==> src/rtl/counter_pkg.sv <==
// Shared types and helpers for the mod-N counter family.
package counter_pkg;

    typedef enum logic [1:0] {
        StIdle,
        StRun,
        StDone
    } state_e;

    // Default count width: enough bits for 0..modv-1, never less than one.
    function automatic int unsigned cnt_width(input int unsigned modv);
        return ($clog2(modv) < 1) ? 1 : $clog2(modv);
    endfunction

    function automatic int unsigned clamp_load(input int unsigned val, input int unsigned modv);
        return (val >= modv) ? (modv - 1) : val;
    endfunction

endpackage

==> src/rtl/sat_counter.sv <==
// Generic saturating incrementer: counts inc pulses, sticks at all-ones.
module sat_counter #(
    parameter int unsigned WIDTH = 8
) (
    input  logic             clk,
    input  logic             rst,
    input  logic             i_inc,
    output logic [WIDTH-1:0] o_cnt
);

    logic [WIDTH-1:0] r_cnt;
    logic [WIDTH-1:0] w_cnt_next;

    always_comb begin
        w_cnt_next = r_cnt;
        if (i_inc && (r_cnt != '1)) begin
            w_cnt_next = r_cnt + WIDTH'(1);
        end
    end

    always_ff @(posedge clk or posedge rst) begin
        if (rst) begin
            r_cnt <= '0;
        end else begin
            r_cnt <= w_cnt_next;
        end
    end

    assign o_cnt = r_cnt;

endmodule

==> src/rtl/modn_down_counter.sv <==
// Programmable mod-N down counter with periodic/one-shot modes, terminal-count
// pulse and saturating wrap tally.
module modn_down_counter
    import counter_pkg::*;
#(
    parameter int unsigned MOD   = 5,
    parameter int unsigned WIDTH = cnt_width(MOD),
    parameter int unsigned WRAPW = 8
) (
    input  logic             clk,
    input  logic             rst,
    input  logic             i_start,
    input  logic             i_stop,
    input  logic             i_en,
    input  logic             i_oneshot,
    input  logic             i_load,
    input  logic [WIDTH-1:0] i_load_val,
    output logic [WIDTH-1:0] o_count,
    output logic             o_tc,
    output logic             o_busy,
    output logic             o_done,
    output logic             o_load_err,
    output logic [WRAPW-1:0] o_wrap_cnt
);

    localparam logic [WIDTH-1:0] MaxCnt = WIDTH'(MOD - 1);

    state_e           r_state;
    state_e           w_state_next;
    logic [WIDTH-1:0] r_count;
    logic [WIDTH-1:0] w_count_next;
    logic             r_tc;
    logic             w_tc_next;
    logic             r_load_err;
    logic             w_load_err_next;
    logic             w_start_ok;
    logic             w_terminal;

    assign w_start_ok = i_start && (r_state != StRun);
    assign w_terminal = (r_state == StRun) && i_en && (r_count == '0);

    // State register
    always_ff @(posedge clk or posedge rst) begin
        if (rst) begin
            r_state <= StIdle;
        end else begin
            r_state <= w_state_next;
        end
    end

    // Next-state logic; priority is stop > load > start > count step
    always_comb begin
        w_state_next = r_state;
        if (i_stop) begin
            w_state_next = StIdle;
        end else if (!i_load) begin
            if (w_start_ok) begin
                w_state_next = StRun;
            end else if (w_terminal && i_oneshot) begin
                w_state_next = StDone;
            end
        end
    end

    // Output decode
    always_comb begin
        o_busy = 1'b0;
        o_done = 1'b0;
        unique case (r_state)
            StRun:   o_busy = 1'b1;
            StDone:  o_done = 1'b1;
            default: ;
        endcase
    end

    // Count datapath; the count==0 branch always takes the terminal path, so no underflow
    always_comb begin
        w_count_next    = r_count;
        w_tc_next       = 1'b0;
        w_load_err_next = 1'b0;
        if (!i_stop) begin
            if (i_load) begin
                w_count_next    = WIDTH'(clamp_load(32'(i_load_val), MOD));
                w_load_err_next = (32'(i_load_val) >= MOD);
            end else if (w_start_ok) begin
                w_count_next = MaxCnt;
            end else if (w_terminal) begin
                w_tc_next    = 1'b1;
                w_count_next = i_oneshot ? '0 : MaxCnt;
            end else if ((r_state == StRun) && i_en) begin
                w_count_next = r_count - WIDTH'(1);
            end
        end
    end

    always_ff @(posedge clk or posedge rst) begin
        if (rst) begin
            r_count    <= '0;
            r_tc       <= 1'b0;
            r_load_err <= 1'b0;
        end else begin
            r_count    <= w_count_next;
            r_tc       <= w_tc_next;
            r_load_err <= w_load_err_next;
        end
    end

    sat_counter #(
        .WIDTH(WRAPW)
    ) u_wrap (
        .clk  (clk),
        .rst  (rst),
        .i_inc(w_tc_next),
        .o_cnt(o_wrap_cnt)
    );

    assign o_count    = r_count;
    assign o_tc       = r_tc;
    assign o_load_err = r_load_err;

endmodule

==> config.mk <==
export PLATFORM = sky130hd
export DESIGN_NAME = modn_down_counter
export DESIGN_NICKNAME = d
export VERILOG_FILES = /design/src/rtl/counter_pkg.sv /design/src/rtl/sat_counter.sv /design/src/rtl/modn_down_counter.sv
export SDC_FILE = /design/constraint.sdc
export NUM_CORES = 1
export LEC_CHECK = 0
export BUFFER_PORTS_ARGS = -buffer_cell sky130_fd_sc_hd__buf_2
export CORE_MARGIN = 3
export CORE_UTILIZATION = 50
export CTS_BUF_LIST = sky130_fd_sc_hd__clkbuf_4
export DETAILED_ROUTE_END_ITERATION = 7
export GPL_TIMING_DRIVEN = 0
export PLACE_DENSITY = 0.77
export SETUP_SLACK_MARGIN = 0.02
export SYNTH_ARGS = -nofsm -noshare
export SYNTH_HDL_FRONTEND = slang
export SYNTH_HIERARCHICAL = 1
export SYNTH_SLANG_ARGS = --single-unit
==> constraint.sdc <==
create_clock -name clk -period 2.78 [get_ports clk]
set_input_delay 0.556 -clock clk [delete_from_list [all_inputs] [get_ports clk]]
set_output_delay 0.556 -clock clk [all_outputs]
set_load 0.05 [all_outputs]
Yosys cells after proc, flatten, opt, wreduce, memory -nomap -nowiden
Cells that the tools add are included.

Bits in registers: 15. Bits of input ports: 10. Output and inout bits: 15. Word-level logic and storage cells: 42.

Add/subtract/negate cells: 2. Magnitude comparators: 1. Equal/unequal tests: 5. Mux-type cells: 18. Bitwise gates (word level): 1. Reduce and logical (&&, ||, !) cells: 10.

Operators by type and width (number): 3-bit two-way mux (6); 8-bit by 1-bit adder with 8-bit output (second input constant) (1); 1-bit two-way mux (8); 2-bit two-way mux (4); 8-bit inequality test (second input constant) (1); 1-bit logical AND (5); 2-bit AND reduction (2); 4-bit nonzero test (1); 3-bit greater-or-equal comparator (second input constant) (1); 3-bit logical NOT (1); 3-bit nonzero test (1); 3-bit by 1-bit subtractor with 3-bit output (second input constant) (1); 2-bit by 1-bit == test with 1-bit output (second input constant) (1); 2-bit == test (second input constant) (1); 2-bit by 1-bit inequality test with 1-bit output (second input constant) (1); 2-bit inequality test (second input constant) (1); 1-bit NOT (1).

Longest topological paths before layout
Depth in word-level cells: 8. Mapped depth: 8. Mapped depth without buffers: 8.

Cells and area by module
Netlist, hierarchy kept.

By module, submodules not included: modn_down_counter (times used 1, cells each 42, area an instance 431.7 um^2, sequential area each 175.2 um^2); sat_counter (times used 1, cells each 38, area an instance 419.2 um^2, sequential area each 200.2 um^2).

Least setup slack after synthesis
No wires, ideal clock.

Path type: reg2reg. Start point: register r_count[0] (netlist: o_count[0]). End point: register u_wrap.r_cnt[7] (netlist: u_wrap/o_cnt[7]). Setup time: 0.128 ns. Arrival time: 2.277 ns. Required time: 2.652 ns. Setup slack: 0.376 ns. Cell stages (with the launch flop): 9. Path buffers: 0. Period minus slack after synthesis: 2.404 ns. Path through: dfrtp_1 inv_1 ha_1 and2b_4 nand2_2 nor3_1 nand3_1 nor3_1 mux2_1.

Cells in the longest elaborated chain, start to end: 7.

Ends and longest elaborated chain: from (decl) (RTL line modn_down_counter.sv:30) `logic [WIDTH-1:0] r_count;`; from (signal assigned) (RTL line modn_down_counter.sv:102) `r_count <= w_count_next;`; 3-bit logical NOT (RTL line modn_down_counter.sv:40) `assign w_terminal = (r_state == StRun) && i_en && (r_count == '0);`; 1-bit logical AND (RTL line modn_down_counter.sv:40); 1-bit two-way mux (RTL line modn_down_counter.sv:87) `end else if (w_terminal) begin`; 1-bit two-way mux (RTL line modn_down_counter.sv:85) `end else if (w_start_ok) begin`; 1-bit two-way mux (RTL line modn_down_counter.sv:82) `if (i_load) begin`; 1-bit two-way mux (RTL line modn_down_counter.sv:81) `if (!i_stop) begin`; named net w_tc_next (RTL line modn_down_counter.sv:33) `logic w_tc_next;`; 1-bit logical AND (RTL line sat_counter.sv:16) `if (i_inc && (r_cnt != '1)) begin`; to (signal assigned) (RTL line sat_counter.sv:25) `r_cnt <= w_cnt_next;`; to (decl) (RTL line sat_counter.sv:11) `logic [WIDTH-1:0] r_cnt;`.

The timed path passes the listed nets, and every way through them passes these cells. A chain may end at the register's enable or synchronous reset.

Final worst setup path
Ends and elaborated chain as after synthesis.

==> metrics <==
Syn-to-layout area delta=20.0%; syn_area_per_cell=between 10 and 15 um2; root buf cell=clkbuf_4; CP Capture Type=flip-flop; placed cell area=991 um2; final setup fails=0; cell area after synthesis=851 um2; distinct cell type count after synthesis=36; maximum clock path buffer count=2; Final ANT Viol Nets=0; largest net degree at the start of global routing=9; Vias=697; WP data required=2940 ps; clk_skew=1.03 ps; top cell type's share of synthesized area=44.1%; DR WL/cell=13.2 um; DRC viols=0; Tcrit/Tclk final=about nine tenths; CP Launch Type=flip-flop; Avg Vias per Cell=~5.6; LEAKAGE=around 0.52 nW; most common cell in the netlist=dfrtp_1; Main synth FF type=dfrtp_1; global route overflow=0; H-tree depth=1; final worst slack=260 ps; number of synthesized flops with an enable pin=0; crit path max fanout=8; Worst Tran Pin Value=864 ps; Yosys warning count=6; first-pass GRT wire length=around 2500 um; Final GP Congestion=0.787; Syn Nets=93; Post-Route WL=between 1500 and 2000 um; ant diodes=0; clk slew on worst S/H paths=approximately 80 ps; Die Y-Extent=~47 um; CP Data Arrival Time=between 2000 and 3000 ps; worst slack, placed=~240 ps; Power Density=527 nW/um2; cell taking the most area after synthesis=dfrtp_1; minimum clock period=2520 ps; Area contributors post-synth=dfrtp_1, ha_1, mux2_1; Setup TNS=0 ps; cell area after layout=1020 um2; Max Cap Viol=0; area of the multi-input gates=449 um2; Reg2Reg Depth=8; Post-CTS Setup Inserts=0; RSZ-0062 raised after global routing=false; CTS tree=yes; Core Rows=14; Hold WC Path Type=in -> async; detailed placer's ending HPWL=1300 um; max-slew violation count=0; peak supply drop=351 uV; # fillers=132; # hold bufs at CTS=0; combined flip-flop and latch cell area=375 um2; Post-Synthesis Cells=80; Initial Utilization=54.6%; share of cells above drive strength 1=36.1%; Port Buffers=24; fmax=0.397 GHz; Async SR Flop Fraction=100%; DIE WIDTH=47.3 um; clock sinks=15; vias in the first global route=544; sequential element share of the synthesized area=44.1%; flops & latches, synth=15; top cells by count, synth=dfrtp_1, inv_1, nor2_1, nand2_1, nor3_1; NumNets Final=122; io pins=25; DRT Pass-1 Iters=4; outcome=finished, final reports clean; post-cts resize count=0; Initial DRC Count=17; Setup Crit Path Kind=reg -> reg; Num CTS Buffers=3; die area=2230 um2; GRT Resource Usage Total=16.2%; core area=~1600 um2; Rel. slew slack=42.0%; Hold Vio Cnt, Final=0; antenna violations before repair=0; Worst-Skew Late Latency=270 ps
## metrics by stage
step / util (%) / instances / hold slack [ps] / total power [mW]
4_1_cts: 65.5 / 124 / 193 / 0.550
6_report: 65.5 / 124 / 201 / 0.538
2_1_floorplan: - / 80 / 359 / 0.373
3_3_place_gp: 63.6 / 120 / 500 / 0.410
5_1_grt: 65.5 / 124 / 185 / 0.577
3_5_place_dp: 63.6 / 120 / 509 / 0.413
## registers in the layout, summed over array words and instances, names as in the netlist
name and flops:
o_count 3, o_load_err 1, o_tc 1, r_state 2
u_wrap/o_cnt 8
## per-layer routing
| metal | global-route usage, % | wire length [um] | vias up |
|---|---|---|---|
| met4 | 6.63 | 10 | 0 |
| met5 | 0 | 0 | - |
| li1 | - | - | 349 |
| met1 | 21.1 | 760 | 328 |
| met2 | 23.5 | 800 | 18 |
| met3 | 6.90 | 67 | 2 |
## worst max-delay path: stages (launching register included)
cell,delay (ps)
dfrtp_1,400
inv_1,120
ha_1,180
and2b_4,160
nand2_2,70
nor3_1,670
nand3_1,250
nor3_1,220
mux2_1,350
## where the power goes
group	internal, mW	switching (mW)	leakage [nW]
Combinational	0.0524	0.106	0.302
Sequential	0.234	0.0157	0.202
Clock	0.0653	0.0647	0.0184
## kinds of logic (layout without fill, tap and decap cells)
logic type,count (synthesis),in the layout,share of synthesized area [%]
adder cells (fa/ha/maj),3,3,4.41
XOR/XNOR,1,1,1.03
AND/OR/NAND/NOR,30,30,21.6
multiplexers,6,6,8.23
AO/OA/AOI/OAI,18,18,17.5
flip-flops,15,15,44.1
buffers and inverters,7,35,3.09
## layout make-up
class | count | area share (%)
clock buffers | 4 | 2.94
inverters | 7 | 2.57
multi-input cells | 58 | 44.0
flip-flops and latches | 15 | 36.8
well taps | 16 | 1.96
repair buffers | 24 | 11.8
## worst paths after layout
path,end,slack [ps],startpoint
setup / recovery,u_wrap/o_cnt[7],260,o_count[0]
hold / removal,r_state[1],200,rst
setup reg to reg,u_wrap/o_cnt[7],260,o_count[0]
hold reg to reg,u_wrap/o_cnt[6],520,u_wrap/o_cnt[6]
max in group asynchronous,u_wrap/o_cnt[1],2320,rst
min in group clk,r_state[0],500,i_stop
## cell usage in the layout (no fill, tap or decap), types with 4 or more instances in the layout
| cell type | count |
|---|---|
| buf_2 | 24 |
| clkbuf_4 | 4 |
| dfrtp_1 | 15 |
| inv_1 | 7 |
| nand2_1 | 5 |
| nor2_1 | 6 |
| nor3_1 | 4 |
(Power assumes the default switching activity.)
